===== src/rtl/sensor_monitor_pkg.sv =====
// ============================================================================
// sensor_monitor_pkg : shared types and helpers for the sensor monitor
// Revision: 1.0
// ============================================================================
`default_nettype none

package sensor_monitor_pkg;

    typedef enum logic [1:0] {
        OK      = 2'd0,
        PENDING = 2'd1,
        FAULT   = 2'd2
    } chan_state_t;

    // Raw error: sensor 0 alone, or sensor 1 corroborated by sensor 2 or 3.
    function automatic logic raw_err(input logic [3:0] s);
        return s[0] | (s[1] & (s[2] | s[3]));
    endfunction

    function automatic int persist_cnt_w(input int persist);
        return ($clog2(persist + 1) < 1) ? 1 : $clog2(persist + 1);
    endfunction

endpackage

`default_nettype wire


===== src/rtl/sensor_channel.sv =====
// ============================================================================
// sensor_channel : one 4-sensor channel with persistence filter and sticky fault
// Revision: 1.0
// ============================================================================
`default_nettype none

module sensor_channel
    import sensor_monitor_pkg::*;
#(
    parameter int PERSIST = 3
) (
    input  logic       clk,
    input  logic       rst,
    input  logic [3:0] sens,
    input  logic       clear,
    output logic       raw_error,
    output logic       fault,
    output logic       enter
);

    localparam int CW = persist_cnt_w(PERSIST);
    localparam logic [CW-1:0] C_LAST = CW'(PERSIST - 1);

    chan_state_t   r_state;
    logic [CW-1:0] r_cnt;
    logic          r_fault;
    logic          w_raw;

    assign w_raw     = raw_err(sens);
    assign raw_error = w_raw;
    assign fault     = r_fault;

    // Entry decision is made in the same cycle so the top can count it on this edge.
    assign enter = w_raw &&
                   (((r_state == OK) && (PERSIST == 1)) ||
                    ((r_state == PENDING) && (r_cnt == C_LAST)));

    always_ff @(posedge clk) begin
        if (rst) begin
            r_state <= OK;
            r_cnt   <= '0;
            r_fault <= 1'b0;
        end else begin
            case (r_state)
                OK: begin
                    if (w_raw && (PERSIST == 1)) begin
                        r_state <= FAULT;
                        r_cnt   <= '0;
                        r_fault <= 1'b1;
                    end else if (w_raw) begin
                        r_state <= PENDING;
                        r_cnt   <= CW'(1);
                    end else begin
                        r_cnt   <= '0;
                    end
                end
                PENDING: begin
                    if (!w_raw) begin
                        r_state <= OK;
                        r_cnt   <= '0;
                    end else if (r_cnt == C_LAST) begin
                        r_state <= FAULT;
                        r_cnt   <= '0;
                        r_fault <= 1'b1;
                    end else begin
                        r_cnt   <= r_cnt + CW'(1);
                    end
                end
                FAULT: begin
                    if (clear && !w_raw) begin
                        r_state <= OK;
                        r_cnt   <= '0;
                        r_fault <= 1'b0;
                    end
                end
                default: begin
                    r_state <= OK;
                    r_cnt   <= '0;
                    r_fault <= 1'b0;
                end
            endcase
        end
    end

endmodule

`default_nettype wire


===== src/rtl/sensor_monitor.sv =====
// ============================================================================
// sensor_monitor : multi-channel sensor fault monitor with saturating event count
// Revision: 1.0
// ============================================================================
`default_nettype none

module sensor_monitor
    import sensor_monitor_pkg::*;
#(
    parameter int NUM_CH  = 4,
    parameter int PERSIST = 3,
    parameter int CNT_W   = 8
) (
    input  logic                clk,
    input  logic                rst,
    input  logic [4*NUM_CH-1:0] sensors,
    input  logic [NUM_CH-1:0]   clear,
    input  logic                clear_count,
    output logic [NUM_CH-1:0]   raw_error,
    output logic [NUM_CH-1:0]   fault,
    output logic                any_fault,
    output logic [CNT_W-1:0]    fault_count
);

    localparam int CH_W = $clog2(NUM_CH + 1);
    localparam int SW   = ((CNT_W > CH_W) ? CNT_W : CH_W) + 1;
    localparam logic [SW-1:0] C_MAX = {{(SW-CNT_W){1'b0}}, {CNT_W{1'b1}}};

    logic [NUM_CH-1:0] w_enter;
    logic [SW-1:0]     w_enter_sum;
    logic [SW-1:0]     w_total;
    logic [CNT_W-1:0]  r_count;

    generate
        for (genvar g = 0; g < NUM_CH; g++) begin : g_ch
            sensor_channel #(
                .PERSIST (PERSIST)
            ) u_channel (
                .clk       (clk),
                .rst       (rst),
                .sens      (sensors[4*g +: 4]),
                .clear     (clear[g]),
                .raw_error (raw_error[g]),
                .fault     (fault[g]),
                .enter     (w_enter[g])
            );
        end
    endgenerate

    always_comb begin
        w_enter_sum = '0;
        for (int i = 0; i < NUM_CH; i++) begin
            w_enter_sum = w_enter_sum + SW'(w_enter[i]);
        end
    end

    // A clear_count still keeps this edge's entries so no event is lost.
    assign w_total = clear_count ? w_enter_sum
                                 : ({{(SW-CNT_W){1'b0}}, r_count} + w_enter_sum);

    always_ff @(posedge clk) begin
        if (rst) begin
            r_count <= '0;
        end else if (w_total > C_MAX) begin
            r_count <= {CNT_W{1'b1}};
        end else begin
            r_count <= w_total[CNT_W-1:0];
        end
    end

    assign fault_count = r_count;
    assign any_fault   = |fault;

endmodule

`default_nettype wire


===== config.mk =====
export PLATFORM = sky130hd
export DESIGN_NAME = sensor_monitor
export DESIGN_NICKNAME = d
export VERILOG_FILES = /design/src/rtl/sensor_monitor_pkg.sv /design/src/rtl/sensor_channel.sv /design/src/rtl/sensor_monitor.sv
export SDC_FILE = /design/constraint.sdc
export NUM_CORES = 1
export LEC_CHECK = 0
export ABC_CLOCK_PERIOD_IN_PS = 5100
export CORE_MARGIN = 2
export CORE_UTILIZATION = 53
export CTS_BUF_LIST = sky130_fd_sc_hd__clkbuf_8
export DETAILED_ROUTE_END_ITERATION = 12
export PLACE_DENSITY = 0.88
export SYNTH_ARGS = -nofsm -noshare
export SYNTH_HDL_FRONTEND = slang
export SYNTH_SLANG_ARGS = --single-unit

===== constraint.sdc =====
create_clock -name clk -period 5.1 [get_ports clk]
set_input_delay 0.51 -clock clk [delete_from_list [all_inputs] [get_ports clk]]
set_output_delay 0.51 -clock clk [all_outputs]
set_load 0.03 [all_outputs]

==> parameters.txt, run 1 <==
Parameter                              Value

Critical path
  Count of cells along the worst register-to-register path ... 11
  Register-to-register path setup slack ... 1.82 ns
  Critical path capture point type ... flop
  Endpoint required time on the critical path ... 5.26 ns
  Crit path DAT ... 3.96 ns
  WS Path Type ... in2reg
  Type of origin of the critical path ... input pin
  RR Startpoint ... g_ch[3].u_channel.r_state[1]
  Worst r2r dst ... fault_count[1]
  Crit path max fanout ... 5

Worst hold path
  Min-delay src ... g_ch[1].u_channel.fault
  Hold Path Cell Cnt ... 2
  Classification of the worst-slack hold path ... reg2reg
  Hold worst-path end ... g_ch[1].u_channel.fault

Final layout
  Share of layout cells above drive strength 1 ... 3.83%
  Diodes inserted ... 0
  Number of nets in the layout ... 240
  Final Instance Count excl. Fillers ... 240
  Synth-to-layout area growth ... 29.0%

Yosys
  Leading area contributor after synthesis ... sky130_fd_sc_hd__dfxtp_1
  Portion of synthesized cell area occupied by the leading cell type ... 37.6%
  Unique masters post-synth ... 40
  Netlist area before placement ... 1490 um^2
  Proportion of synthesized chip area in sequential cells ... 37.6%
  Synth Instances ... 176
  Synth Area in Simple Gates ... 25.7%
  Dominant cells by area after synthesis ... sky130_fd_sc_hd__dfxtp_1, sky130_fd_sc_hd__a21oi_1, sky130_fd_sc_hd__ha_1
  Fraction of the mapped netlist area in compound gates ... 20.9%
  Net Count, Synth ... 206
  Synthesis warning total ... 0
  Post-synthesis xor/xnor area fraction ... 1.17%
  Combinational family with the most area after synthesis ... simple AND/OR/NAND/NOR gates
  Area share of fa/ha/maj cells after synthesis ... 6.87%
  Yosys reg bits ... 28
  Mean instance size in the synthesized netlist ... 8.48 um^2
  Share of cell area taken by muxes after synthesis ... 0%

Floorplanning
  Area of the die ... 3260 um^2
  Effective utilization at floorplan ... 55.1%
  I/O pin count ... 40
  Number of placement rows ... 19
  Die Span Y ... 57.1 um
  Die X-Extent ... 57.1 um
  Total core area ... 2710 um^2

GRT
  Grt ovf ... 0
  Busiest grt layer ... met2
  Number of global-route vias before repair ... 1,315
  Met3 Resource Use GR ... 3.40%
  Initial antenna violation count ... 0
  Maximum number of pins on one net before global-route repair ... 25
  Met2 capacity usage during global routing ... 38.3%
  Met1 usage in global routing ... 24.9%
  Global routing usage summed across all routing layers ... 21.0%
  First-pass GRT wire length ... 5.46 mm

Clocking
  Count of hold-fix buffers inserted at cts ... 0
  Clock root cell ... sky130_fd_sc_hd__clkbuf_8
  Clock tree from TritonCTS ... yes
  Number of resized instances in the post-cts repair step ... 0
  Number of buffers created by CTS ... 3
  Clock latency of the later-clocked register in the worst-skew pair ... 0.27 ns
  H-tree depth reported by CTS ... 1
  Clock edge transition at the registers on the reported setup and hold paths ... 0.10 ns
  # Post-CTS Setup Buffers ... 0
  Sinks on the clock net ... 28
  Clock tree buffer depth ... 2

Routing
  Detail-routed net length per standard cell ... 13.6 um
  TritonRoute pass-1 iters ... 4
  Initial drt markers ... 73
  Drt drc ... 0
  Final wirelength ... 3.25 mm
  Post-DRT Antenna Nets ... 0
  Via density ... 5.75
  Vias post-DR ... 1,379

Placement
  Routability congestion estimate from global placement ... 0.867
  Placed instance count ... 236
  Port Buffer Count ... 39
  Half-perimeter wire length after detailed placement ... 2.50 mm

STA
  Setup repair after global routing missed its margin ... false
  Number of hold violations in the final report ... 0
  # setup viols final ... 0
  Worst slew margin relative to its limit ... 44.2%
  Largest clock skew in the final design ... 0.00716 ns
  Part of the cycle the worst path needs ... 74.4%
  Maximum frequency from static timing analysis ... 263 MHz
  Worst hold slack after final layout ... 0.505 ns
  Final period demand of the worst path ... 3.80 ns
  Total Negative Setup Slacks ... 0 ns
  Number of pins with negative max-slew slack in the final report ... 0
  Worst Tran Pin Value ... 0.834 ns

Power
  IR drop worst, VDD ... 0.187 mV
  Cell leakage power ... 0.000733 uW
  Pwr Density ... 246 nW/um^2

Run
  Max-cap violation count ... 0

Run status
  Result of the run ... complete, no violations
## final cells by class
class | instances | area, um^2
clock buffer | 3 | 41.3
clock inverter | 1 | 30.0
fill | 221 | 785
inverter | 13 | 48.8
multi-input combinational | 125 | 816
sequential | 28 | 561
tap | 31 | 38.8
timing repair buffer | 39 | 390
## Yosys cell counts, drive strengths merged
cell type and number:
nor2 12, a31oi 3, nand2b 8, nand3 6, and2 2, a21oi 23
o211a 1, nor4bb 1, o21a 1, a22oi 2, a221oi 4, nor2b 4
a21o 1, fa 2, nor3 3, ha 5, xnor2 2, o21bai 2
inv 13, nand4b 5, and3b 2, or2 1, or4 1, buf 8
a211oi 1, a21boi 1, dfxtp 28, a311oi 1, or3 2, clkbuf 2
nor3b 3, nand3b 3, o31ai 1, nand2 11, a32oi 2, nand4 2
o21ai 7
## layout by cell type, fill, tap and decap left out, types with 4 or more instances in the layout
cell / Yosys / routed
sky130_fd_sc_hd__nand2b_1: 8 / 8
sky130_fd_sc_hd__inv_1: 13 / 13
sky130_fd_sc_hd__nand4b_1: 5 / 5
sky130_fd_sc_hd__a21oi_1: 22 / 22
sky130_fd_sc_hd__ha_1: 5 / 5
sky130_fd_sc_hd__nand3_1: 4 / 4
sky130_fd_sc_hd__nor2_1: 12 / 12
sky130_fd_sc_hd__o21ai_0: 5 / 5
sky130_fd_sc_hd__a221oi_1: 4 / 4
sky130_fd_sc_hd__clkdlybuf4s50_1: 0 / 39
sky130_fd_sc_hd__nor2b_1: 4 / 4
sky130_fd_sc_hd__nand2_1: 11 / 11
sky130_fd_sc_hd__dfxtp_1: 28 / 28
## flip-flops by register name (all words and copies together) (netlist names)
name and cells:
fault_count 8, g_ch.u_channel.r_cnt 8, g_ch.u_channel.r_state 8, g_ch.u_channel.fault 4
## worst max-delay path by stage
stage,cells after the start,slack [ns],to,from
finish,13,1.30,fault_count[1],sensors[14]
global route,13,1.03,fault_count[1],sensors[2]
CTS,13,1.30,fault_count[1],sensors[14]
detailed placement,13,1.00,fault_count[1],sensors[14]
global placement,13,1.23,fault_count[2],sensors[3]
floorplan,12,1.78,fault_count[0],sensors[3]
## kinds of logic (layout without fill, tap and decap cells)
| group | after synthesis | in the layout |
|---|---|---|
| DFF | 28 | 28 |
| adders and majority gates | 7 | 7 |
| xor gates and xnor gates | 2 | 2 |
| AOI/OAI and AO/OA | 50 | 50 |
| buffers and inverters | 23 | 56 |
| and+or+nand+nor | 66 | 66 |
## layer usage
| layer | vias up | share of wire, % | wire, um |
|---|---|---|---|
| li1 | 691 | - | - |
| met1 | 648 | 44 | 1440 |
| met2 | 35 | 50 | 1640 |
| met3 | 5 | 4.1 | 132 |
| met4 | 0 | 1.2 | 38 |
| met5 | - | 0 | 0 |
## power breakdown
part           internal [uW]  switching [uW]
Combinational           34.9            31.3
Sequential               226            8.01
Clock                    105            67.6
## worst max-delay path, stage by stage
cell and delay (ns):
sky130_fd_sc_hd__clkdlybuf4s50_1 0.46, sky130_fd_sc_hd__o21ai_1 0.11, sky130_fd_sc_hd__a21oi_1 0.35, sky130_fd_sc_hd__and2_1 0.22, sky130_fd_sc_hd__fa_1 0.42, sky130_fd_sc_hd__ha_1 0.21
sky130_fd_sc_hd__ha_1 0.29, sky130_fd_sc_hd__inv_1 0.08, sky130_fd_sc_hd__fa_1 0.41, sky130_fd_sc_hd__nand2b_1 0.22, sky130_fd_sc_hd__a21oi_2 0.22, sky130_fd_sc_hd__nand3_2 0.16
sky130_fd_sc_hd__a221oi_1 0.30
## through the flow
step                utilization [%]  worst slack, ns  instance area (um^2)  power [uW]
detailed placement             68.4             1.00                  1850         305
floorplan                         -             1.78                  1490         275
CTS                            71.1             1.30                  1930         474
global route                   71.1             1.03                  1930         493
finish                         71.1             1.30                  1930         473
global placement               68.4             1.23                  1850         302
No activity file was read; power rests on OpenSTA's default activity.
==> run 2: changes to the inputs <==
--- a/config.mk
+++ b/config.mk
@@ -5,12 +5,12 @@
 export SDC_FILE = /design/constraint.sdc
 export NUM_CORES = 1
 export LEC_CHECK = 0
-export ABC_CLOCK_PERIOD_IN_PS = 5100
+export ABC_CLOCK_PERIOD_IN_PS = 3000
 export CORE_MARGIN = 2
-export CORE_UTILIZATION = 53
+export CORE_UTILIZATION = 45
 export CTS_BUF_LIST = sky130_fd_sc_hd__clkbuf_8
 export DETAILED_ROUTE_END_ITERATION = 12
-export PLACE_DENSITY = 0.88
+export PLACE_DENSITY = 0.8
 export SYNTH_ARGS = -nofsm -noshare
 export SYNTH_HDL_FRONTEND = slang
 export SYNTH_SLANG_ARGS = --single-unit
==> constraint.sdc (replaced) <==
create_clock -name clk -period 3 [get_ports clk]
set_input_delay 0.3 -clock clk [delete_from_list [all_inputs] [get_ports clk]]
set_output_delay 0.3 -clock clk [all_outputs]
set_load 0.03 [all_outputs]
==> run 2 against run 1 <==
Against the previous run: sequential cell count is the same; total power grew 62%; count of clock-buffer cells in the layout grew 1; clock skew shrank 0.0035 ns; sequential power grew 70%; final cell count grew 14%; sequential share of layout area shrank 4.2 points; critical endpoint is now fault_count[6]; largest power group unchanged; highest routed layer unchanged.
==> parameters.txt, run 2 (synthesis results as in run 1) <==
Parameter                              Value

Run status
  Result of the run ... complete, no violations

Final layout
  Synth-to-layout area growth ... 50.5%
  Final Instance Count excl. Fillers ... 274
  Final instance area ... 2250 um^2
  Commonest non-fill, non-tap cell in the layout ... sky130_fd_sc_hd__dfxtp_1
  Number of nets in the layout ... 261
  Share of layout cells above drive strength 1 ... 23.5%
  Diodes inserted ... 0
  Commonest cells after routing, fill and taps aside ... sky130_fd_sc_hd__dfxtp_1, sky130_fd_sc_hd__clkdlybuf4s50_1, sky130_fd_sc_hd__a21oi_1, sky130_fd_sc_hd__buf_4, sky130_fd_sc_hd__dlymetal6s2s_1

Floorplanning
  I/O pin count ... 40
  Effective utilization at floorplan ... 48.1%
  Die Span Y ... 61.6 um
  Die X-Extent ... 61.6 um
  Number of placement rows ... 20
  Total core area ... 3100 um^2
  Area of the die ... 3790 um^2

Critical path
  Worst path most repeated cell ... sky130_fd_sc_hd__ha_4
  Highest-delay cell along the critical path ... sky130_fd_sc_hd__fa_1
  Largest stage delay on the critical path ... 0.50 ns
  WS Path Type ... reg2reg
  Series of cell instances along the critical path ... and3b_1, and2_4, fa_1, ha_4, ha_4, inv_2, fa_2, nand2b_4, a21oi_4, buf_4, nor2_1, a211oi_2
  Crit path DAT ... 3.07 ns
  Crit path max fanout ... 4
  Endpoint required time on the critical path ... 3.19 ns
  Type of origin of the critical path ... flop
  Critical path capture point type ... flop

STA
  Setup repair after global routing missed its margin ... false
  Number of hold violations in the final report ... 0
  Number of pins with negative max-slew slack in the final report ... 0
  # setup viols final ... 0
  Part of the cycle the worst path needs ... 96.0%
  Total Negative Setup Slacks ... 0 ns
  Final period demand of the worst path ... 2.88 ns
  Maximum frequency from static timing analysis ... 347 MHz
  Largest clock skew in the final design ... 0.00361 ns
  Worst slew margin relative to its limit ... 75.9%
  Worst Tran Pin Value ... 0.359 ns

Worst hold path
  Classification of the worst-slack hold path ... in2reg

Clocking
  H-tree depth reported by CTS ... 1
  Sinks on the clock net ... 28
  Clock tree buffer depth ... 2
  Clock tree from TritonCTS ... yes
  Number of buffers created by CTS ... 3
  Clock edge transition at the registers on the reported setup and hold paths ... 0.09 ns
  Clock latency of the later-clocked register in the worst-skew pair ... 0.27 ns
  Clock root cell ... sky130_fd_sc_hd__clkbuf_8

Routing
  Via density ... 5.36
  Vias post-DR ... 1,468
  Final wirelength ... 3.75 mm
  Detail-routed net length per standard cell ... 13.7 um
  TritonRoute pass-1 iters ... 5
  Drt drc ... 0
  Post-DRT Antenna Nets ... 0
  Initial drt markers ... 79

Placement
  Post-placement cell area ... 2010 um^2
  Port Buffer Count ... 39
  Half-perimeter wire length after detailed placement ... 2.65 mm
  Routability congestion estimate from global placement ... 0.818
  Placed instance count ... 265

Power
  Overall power consumption ... 767 uW
  Net switching power of the design ... 192 uW
  Reg power frac ... 51.9%
  Pwr Density ... 341 nW/um^2
  IR drop worst, VDD ... 0.247 mV
  Cell leakage power ... 0.000953 uW
  Share of total power in the clock network ... 30.4%
  Int Power ... 574 uW
  Sw frac ... 25.1%
  Part of the total power dissipated in combinational logic ... 17.7%

GRT
  Initial antenna violation count ... 0
  Number of global-route vias before repair ... 1,419
  First-pass GRT wire length ... 6.23 mm
  Grt ovf ... 0
  Maximum number of pins on one net before global-route repair ... 25
  Global routing usage summed across all routing layers ... 22.1%

Run
  Max-cap violation count ... 0
## run 2: cell count changes in the layout (fill, tap and decap cells not counted), sizes merged
cell,change
buf,+21
clkdlybuf4s50,-12
dlymetal6s2s,+12
bufinv,-1
clkbuf,+1
## run 2: per-stage QoR
step | util, % | setup slack [ns] | hold WS, ns
finish | 72.4 | 0.120 | 0.459
global route | 72.4 | 0.00475 | 0.482
CTS | 69.8 | 0.00887 | 0.490
detailed placement | 64.6 | -0.523 | 0.476
global placement | 64.6 | -0.380 | 0.454
floorplan | - | 0.0518 | 0.379
## run 2: power by group through the flow
stage | clock network [uW] | registers (uW) | logic [uW]
after global placement | 0 | 404 | 122
after detailed placement | 0 | 406 | 126
after global routing | 251 | 400 | 147
after CTS | 237 | 397 | 132
final | 233 | 398 | 136
after floorplan | 0 | 407 | 62.5
## run 2: layer usage
metal | share of wire (%) | track usage [%] | vias to the layer above
li1 | - | - | 733
met1 | 45 | 27.4 | 692
met2 | 50 | 38.8 | 35
met3 | 3.4 | 3.57 | 8
met4 | 2.0 | 7.29 | 0
met5 | 0 | 0 | -
## run 2: final cells by class
class | count | area [um^2]
clock buffers | 4 | 55.1
fillers | 229 | 856
inverters | 13 | 48.8
multi-input cells | 125 | 942
flip-flops and latches | 28 | 561
well taps | 44 | 55.1
repair buffers | 60 | 586
## run 2: path summary, 6_finish.rpt
| path | startpoint | slack [ns] | endpoint | cells after the start |
|---|---|---|---|---|
| setup reg to reg | g_ch[3].u_channel.r_cnt[0] | 0.12 | fault_count[6] | 12 |
| setup / recovery | g_ch[3].u_channel.r_cnt[0] | 0.12 | fault_count[6] | 12 |
| hold / removal | sensors[12] | 0.46 | g_ch[3].u_channel.fault | 4 |
| hold reg to reg | g_ch[3].u_channel.r_cnt[1] | 0.49 | g_ch[3].u_channel.r_cnt[1] | 2 |
## run 2: timing repair
item | 4_1_cts | 5_1_grt
pin swaps | 11 | 14
setup buffers | 1 | 4
resized for setup | 17 | 22
hold buffers | 0 | 0
setup endpoints to repair | 8 | 8
## run 2: critical path, delay by kind of cell, from the launching register on
family,cells,cell delay [ns]
buffers and inverters,2,0.19
and+or+nand+nor,4,0.59
DFF,1,0.38
adders and majority gates,4,1.31
AOI/OAI and AO/OA,2,0.34
